### src/rtl/operand_entry_ctrl.sv
// Keypad-to-adder sequencer: builds two decimal operands, launches one addition,
// and selects the value shown on the display.
module operand_entry_ctrl #(
    parameter int DIGITS  = 3,
    parameter int WIDTH   = 10,
    parameter int TIMEOUT = 255
) (
    input  logic             clk,
    input  logic             rst,
    input  logic             key_valid,
    input  logic [3:0]       key_code,
    input  logic             add_done,
    input  logic [WIDTH:0]   sum_in,
    output logic [WIDTH-1:0] op_a,
    output logic [WIDTH-1:0] op_b,
    output logic             add_start,
    output logic [WIDTH:0]   result,
    output logic [WIDTH:0]   disp_value,
    output logic [2:0]       state_out,
    output logic             entry_full,
    output logic             err
);

    // state   | meaning
    // ENTER_A | collecting digits of operand A
    // ENTER_B | collecting digits of operand B
    // START   | one-cycle add_start launch
    // WAIT    | waiting for add_done or timeout
    // SHOW    | displaying result (or timeout error)
    typedef enum logic [2:0] {
        ENTER_A = 3'd0,
        ENTER_B = 3'd1,
        START   = 3'd2,
        WAIT    = 3'd3,
        SHOW    = 3'd4
    } state_t;

    localparam int CNT_W = $clog2(DIGITS + 1);
    localparam int TMO_W = (TIMEOUT > 1) ? $clog2(TIMEOUT) : 1;
    localparam logic [CNT_W-1:0] DIGITS_C = CNT_W'(DIGITS);
    localparam logic [TMO_W-1:0] TMO_LOAD = TMO_W'(TIMEOUT - 1);

    state_t             state, state_nxt;
    logic [CNT_W-1:0]   digit_cnt;
    logic [TMO_W-1:0]   tmo_cnt;
    logic               is_digit, is_enter, is_clear;
    logic               have_digits, can_digit, tmo_hit;
    logic [WIDTH-1:0]   digit_ext, cur_op, next_op;

    assign is_digit    = key_valid && (key_code <= 4'd9);
    assign is_enter    = key_valid && (key_code == 4'hA);
    assign is_clear    = key_valid && (key_code == 4'hB);
    assign have_digits = (digit_cnt != '0);
    assign can_digit   = (digit_cnt < DIGITS_C);
    assign tmo_hit     = (tmo_cnt == '0);
    assign digit_ext   = WIDTH'(key_code);
    assign cur_op      = (state == ENTER_B) ? op_b : op_a;
    // x*10 + d without a multiplier, truncated to the operand width
    assign next_op     = (cur_op << 3) + (cur_op << 1) + digit_ext;

    always_ff @(posedge clk or posedge rst) begin
        if (rst) state <= ENTER_A;
        else     state <= state_nxt;
    end

    always_comb begin
        state_nxt = state;
        if (is_clear) begin
            state_nxt = ENTER_A;
        end else begin
            case (state)
                ENTER_A: if (is_enter && have_digits) state_nxt = ENTER_B;
                ENTER_B: if (is_enter && have_digits) state_nxt = START;
                START:   state_nxt = WAIT;
                WAIT:    if (add_done || tmo_hit) state_nxt = SHOW;
                SHOW:    if (is_digit) state_nxt = ENTER_A;
                default: state_nxt = ENTER_A;
            endcase
        end
    end

    always_comb begin
        disp_value = {1'b0, op_b};
        entry_full = 1'b0;
        case (state)
            ENTER_A: disp_value = {1'b0, op_a};
            SHOW:    disp_value = result;
            default: disp_value = {1'b0, op_b};
        endcase
        if ((state == ENTER_A || state == ENTER_B) && digit_cnt == DIGITS_C)
            entry_full = 1'b1;
    end

    assign state_out = state;

    always_ff @(posedge clk or posedge rst) begin
        if (rst) begin
            op_a      <= '0;
            op_b      <= '0;
            result    <= '0;
            digit_cnt <= '0;
            tmo_cnt   <= '0;
            add_start <= 1'b0;
            err       <= 1'b0;
        end else begin
            // START lasts exactly one cycle, so this yields a single pulse
            add_start <= (state_nxt == START);
            if (is_clear) begin
                op_a      <= '0;
                op_b      <= '0;
                result    <= '0;
                digit_cnt <= '0;
                err       <= 1'b0;
            end else begin
                case (state)
                    ENTER_A: begin
                        if (is_digit && can_digit) begin
                            op_a      <= next_op;
                            digit_cnt <= digit_cnt + 1'b1;
                        end else if (is_enter && have_digits) begin
                            op_b      <= '0;
                            digit_cnt <= '0;
                        end
                    end
                    ENTER_B: begin
                        if (is_digit && can_digit) begin
                            op_b      <= next_op;
                            digit_cnt <= digit_cnt + 1'b1;
                        end
                    end
                    START: tmo_cnt <= TMO_LOAD;
                    WAIT: begin
                        if (add_done)     result  <= sum_in;
                        else if (tmo_hit) err     <= 1'b1;
                        else              tmo_cnt <= tmo_cnt - 1'b1;
                    end
                    SHOW: begin
                        if (is_digit) begin
                            op_a      <= digit_ext;
                            op_b      <= '0;
                            digit_cnt <= CNT_W'(1);
                            err       <= 1'b0;
                        end
                    end
                    default: ;
                endcase
            end
        end
    end

endmodule

### config.mk
export PLATFORM = sky130hd
export DESIGN_NAME = operand_entry_ctrl
export DESIGN_NICKNAME = d
export VERILOG_FILES = /design/src/rtl/operand_entry_ctrl.sv
export SDC_FILE = /design/constraint.sdc
export NUM_CORES = 1
export LEC_CHECK = 0
export ABC_CLOCK_PERIOD_IN_PS = 9400
export CAP_MARGIN = 40
export CELL_PAD_IN_SITES_DETAIL_PLACEMENT = 0
export CELL_PAD_IN_SITES_GLOBAL_PLACEMENT = 1
export CORE_MARGIN = 8
export CORE_UTILIZATION = 53
export CTS_BUF_LIST = sky130_fd_sc_hd__clkbuf_4
export DETAILED_ROUTE_END_ITERATION = 7
export DONT_BUFFER_PORTS = 1
export GPL_ROUTABILITY_DRIVEN = 0
export PLACE_DENSITY_LB_ADDON = 0.1
export SETUP_SLACK_MARGIN = 0.02
export SLEW_MARGIN = 20
export SYNTH_ARGS = -nofsm -noshare
export SYNTH_HDL_FRONTEND = slang
export SYNTH_SLANG_ARGS = --single-unit
### constraint.sdc
create_clock -name clk -period 9.4 [get_ports clk]
set_input_delay 1.41 -clock clk [delete_from_list [all_inputs] [get_ports clk]]
set_output_delay 1.41 -clock clk [all_outputs]
set_load 0.02 [all_outputs]
=== Word-level counts from Yosys, hierarchy flattened ===
Cells that the tools add are included.

* Flip-flop bits (word level): 46
* Logic and storage cells: 91
* Input port bits: 19

* Reduce and logical (&&, ||, !) cells: 23
* Equal/unequal tests: 18
* Mux-type cells: 35
* Magnitude comparators: 2
* $add $sub $neg: 4
* Bitwise gates (word level): 1

{| class="wikitable"
|+ Operator list
! cell !! number
|-
| $mux 10 || 7
|-
| $mux 11 || 3
|-
| $pmux 10 s3 || 1
|-
| $pmux 11 s2 || 1
|-
| $pmux 10 s2 || 1
|-
| $mux 8 || 2
|-
| $pmux 8 s2 || 1
|-
| $mux 3 || 5
|-
| $ne 3x3->1 const B || 5
|-
| $pmux 3 s5 || 1
|-
| $reduce_and 4->1 || 3
|-
| $add 10x10->10 || 1
|-
| $add 10x4->10 || 1
|-
| $mux 2 || 5
|-
| $eq 3x2->1 const B || 3
|-
| $mux 9 || 1
|-
| $eq 4x4->1 const B || 2
|-
| $logic_not 8->1 || 1
|-
| $reduce_bool 2->1 || 4
|-
| $sub 8x1->8 const B || 1
|-
| $logic_and 1x1->1 || 6
|-
| $ne 3x2->1 const B || 2
|-
| $pmux 2 s3 || 1
|-
| $reduce_bool 3->1 || 2
|-
| 17 further kinds || 23
|}

=== Depth between registers and ports, before layout ===
* Word-level depth: 7
* Mapped depth: 15
* Gate-level depth less buffers: 13

=== Least setup slack after synthesis ===
No wires, ideal clock.

* Kind: register -> register
* From: register state[2], in the netlist state_out[2]
* To: register op_a[8]
* Setup slack: 5.875 ns
* Arrival time: 3.404 ns
* Cell stages (with the launch flop): 14
* Setup time: 0.122 ns
* Data required time: 9.278 ns
* Buffers on the path: 2
* Cell sequence: dfrtp_1 -> clkbuf_8 -> or3_2 -> clkbuf_1 -> nand2_1 -> nand2_1 -> fa_1 -> fa_1 -> a21o_1 -> a21oi_1 -> o21bai_1 -> a21oi_1 -> xnor2_1 -> a32o_1

* Longest elaborated chain between the ends: 7
* Elaborated cells on any way between the ends: 13
* Those cells by class: add/sub: 2; eq/ne: 4; mux: 4; reduce/logical: 3

{| class="wikitable"
|+ RTL lines
! item !! line !! text
|-
| start: declaration || 43 || <nowiki>state_t state, state_nxt;</nowiki>
|-
| start signal: assignment || 63 || <nowiki>else state <= state_nxt;</nowiki>
|-
| $eq 3x1->1 || 57 || <nowiki>assign cur_op = (state == ENTER_B) ? op_b : op_a;</nowiki>
|-
| $mux 9 || 57 ||
|-
| $add 10x10->10 || 59 || <nowiki>assign next_op = (cur_op << 3) + (cur_op << 1) + digit_ext;</nowiki>
|-
| $add 10x4->10 || 59 ||
|-
| $mux 10 || 117 || <nowiki>if (is_digit && can_digit) begin</nowiki>
|-
| $pmux 10 s2 || 115 || <nowiki>case (state)</nowiki>
|-
| $mux 10 || 108 || <nowiki>if (is_clear) begin</nowiki>
|-
| end signal: assignment || 118 || <nowiki>op_a <= next_op;</nowiki>
|-
| end signal: assignment || 139 || <nowiki>op_a <= digit_ext;</nowiki>
|-
| end: declaration || 14 || <nowiki>output logic [WIDTH-1:0] op_a,</nowiki>
|}

Parallel ways exist; a longest one is shown, timed or not. The select of a mux whose other input is x is not followed.
A chain may end at the register's enable or synchronous reset.

=== Worst setup path in the final report ===
* From: register state[1], in the netlist state_out[1]
* To: output port disp_value[2]

* Longest elaborated chain between the ends: 2
* Elaborated cells on any way between the ends: 3
* Those cells by class: eq/ne: 1; mux: 1; reduce/logical: 1

{| class="wikitable"
|+ RTL lines
! item !! line !! text
|-
| $eq 3x3->1 / $logic_not 3->1 (equally long branches) || 85 || <nowiki>case (state)</nowiki>
|-
| $pmux 11 s2 (*) || 85 ||
|-
| end: declaration || 18 || <nowiki>output logic [WIDTH:0] disp_value,</nowiki>
|}

Mark *: on every way between the ends. The rest lies on a longest branch, timed or not.

==> results.json <==
{
  "status": "finished, final reports clean",
  "synth_seq_cells": 46,
  "final_nets": 364,
  "io_buffers": 0,
  "synth_top_area_share_pct": 39.3,
  "cts_resized": 0,
  "tightest_slew_ns": 0.820,
  "start_util_pct": 54.2,
  "syn_area_per_cell_sq_um": 8.82,
  "post_cts_buffers": 0,
  "fp-row-count": 27,
  "synth_nets": 371,
  "power.density_mw_per_mm2": 350,
  "ys_top_cells_by_area": "dfrtp_1, nand2_1, ha_1",
  "antenna_found_initial": 0,
  "synth_top_family_by_area": "simple AND/OR/NAND/NOR gates",
  "min_period_ns": 3.74,
  "tns_ns": 0,
  "synthSimpleGateAreaFrac_pct": 22.7,
  "synth_xor_xnor_area_share_pct": 4.79,
  "crit_family": "compound AO/OA/AOI/OAI gates",
  "layout_commonest_cell": "nand2_1",
  "avgViaCountPerCell": 5.87,
  "place_hpwl_mm": 5.81,
  "mostFrequentLayoutCells": "nand2_1, dfrtp_1, a21oi_1",
  "max-vdd-ir-drop_mv": 0.156,
  "finalHoldViolCount": 0,
  "htree_num_levels": 2,
  "cap_violations": 0,
  "drive_gt1_share_pct": 6.75,
  "drt-wirelength-per-cell_um": 19.7,
  "worstPathRequired_ns": 7.99,
  "min_path_type": "flop to flop",
  "clkLatencyLatePin_ns": 0.37,
  "drt_pass1_iterations": 4,
  "cpMaxStageDelayCell": "o21ai_0",
  "critical_path_buf_inv_count": 0,
  "dieWidth_um": 90.3,
  "period_share_pct": 39.8,
  "rsz0062_at_grt": "no",
  "synth-compound-area-share_pct": 14.7,
  "cts_made_buffers": 5,
  "ios": 67,
  "overflow": 0,
  "cp-start-kind": "flop",
  "die_h_um": 90.3,
  "synth.largest_area_cell": "dfrtp_1",
  "ys_types": 48,
  "synthArstFlopShare_pct": 100,
  "cpPeakStageDelay_ns": 0.77,
  "fmax_ghz": 0.267,
  "grt_pass1_vias": 2394,
  "coreArea_sq_mm": 0.00541,
  "arrival_ns": 2.33,
  "ys_seq_area_share_pct": 39.3,
  "synth_edf_count": 0,
  "synthAdderAreaFrac_pct": 9.06,
  "path_clk_slew_ns": 0.14,
  "yosys-mux-area-fraction_pct": 4.44,
  "cp-end-kind": "primary output",
  "cts_tree": "done",
  "clock-root-buffer": "clkbuf_4",
  "max_slew_margin_pct": 44.7,
  "areaGrowthSynthToFinish_pct": 3.46,
  "grt_use_total_pct": 19.6,
  "diodes": 0,
  "cp_max_fo": 21,
  "grt_pass1_wl_mm": 12.8,
  "cts_buffer_depth": 2,
  "cts_hold_buffers": 0,
  "clkSinkCount": 46,
  "die-area_sq_mm": 0.00816,
  "drt_drc_violations_left": 0,
  "synth_cells": 332,
  "power.leakage_nw": 1.37,
  "grt_max_degree": 28,
  "ys.flop_type": "dfrtp_1",
  "fin_skew_ns": 0.0112,
  "drt.antenna.violating_nets": 0,
  "drtIter0Drc": 95,
  "crit_chain": "or2_1 -> o21ai_0",
  "slew_viol_final": 0,
  "yosysWarnings": 0,
  "finalSetupViolCount": 0,
  "wl_mm": 7.86,
  "via_count": 2336,
  "netlist_area_sq_mm": 0.00293,
  "worstSetupPathType": "flop to primary output",
  "whs_ns": 0.542
}
## layer usage
metal  global-route usage (%)  part of all wire [%]  vias to the layer above
li1                         -                     -                     1139
met2                     32.9                    49                       64
met4                     4.58                  0.79                        0
met3                     3.99                   5.0                        6
met5                        0                     0                        -
met1                     25.0                    45                     1127
## worst register-to-register path: cells and delay by family, from the launching register on
kind	cells	cell delay, ns
adder cells (fa/ha/maj)	2	0.99
AND/OR/NAND/NOR	3	0.82
buffers and inverters	1	0.21
XOR/XNOR	1	0.11
AO/OA/AOI/OAI	5	0.89
flip-flops	1	0.64
## power by group
group / internal (mW) / switching [mW] / total, mW
clock: 0.0591 / 0.0690 / 0.128
combinational: 0.202 / 0.307 / 0.509
sequential: 0.267 / 0.155 / 0.422
total: 0.528 / 0.531 / 1.06
## kinds of logic (layout without fill, tap and decap cells)
kind of cell,Yosys count,in the layout
AOI/OAI and AO/OA,70,70
xor gates and xnor gates,16,16
adders and majority gates,20,20
buffers and inverters,26,20
DFF,46,46
muxes,13,13
and+or+nand+nor,141,141
## cells in the mapped netlist, types with 2 or more instances
master / count
nand3b_1: 2
a32o_1: 7
and2_1: 2
nor2b_1: 3
dfrtp_1: 46
mux2i_1: 13
o21ai_0: 16
o21bai_1: 2
a21oi_1: 29
nand3_1: 17
nand2_1: 81
or3_2: 2
inv_1: 9
nor3b_1: 2
xnor2_1: 11
buf_2: 2
nor4_1: 4
clkbuf_8: 4
o21a_1: 2
a21o_1: 4
clkbuf_1: 10
nor2_1: 10
nor3_1: 2
ha_1: 18
or3_1: 3
fa_1: 2
and3_1: 3
xor2_1: 5
o31ai_1: 2
## path summary, 6_finish.rpt
| kind | slack, ns | cells past startpoint | startpoint | endpoint |
|---|---|---|---|---|
| setup / recovery | 5.66 | 2 | state_out[1] | disp_value[2] |
| hold / removal | 0.54 | 2 | tmo_cnt[5] | tmo_cnt[5] |
| setup reg to reg | 5.67 | 12 | state_out[0] | op_b[8] |
| hold reg to reg | 0.54 | 2 | tmo_cnt[5] | tmo_cnt[5] |
| max in group asynchronous | 7.98 | 2 | rst | add_start |
| min in group asynchronous | 0.91 | 1 | rst | result[5] |
## final cells by class
cell class                      instances  area, sq um
Inverter                                9         33.8
Clock buffer                            6         45.0
Multi-Input combinational cell        260         1640
Sequential cell                        46         1150
Clock inverter                          2         37.5
Tap cell                               72         90.1
Timing Repair Buffer                    3         35.0
Fill cell                             508         2380
## flip-flops by register name, indices dropped and copies added, names as in the netlist
signal,cells
result,11
op_b,10
tmo_cnt,8
state_out,3
digit_cnt,2
add_start,1
err,1
op_a,10
## metrics by stage
step           setup slack [ns]  std cells  util [%]  power, mW  cell area [sq um]
6_report                   5.66        398      56.0       1.06               3030
5_1_grt                    5.42        398      56.0       1.15               3030
4_1_cts                    5.62        398      56.0       1.07               3030
3_5_place_dp               5.68        390      54.5      0.935               2950
3_3_place_gp               5.64        388      53.9      0.930               2910
2_1_floorplan              5.87        332         -      0.816               2930
Note: power is estimated with default switching activity, not from simulation.
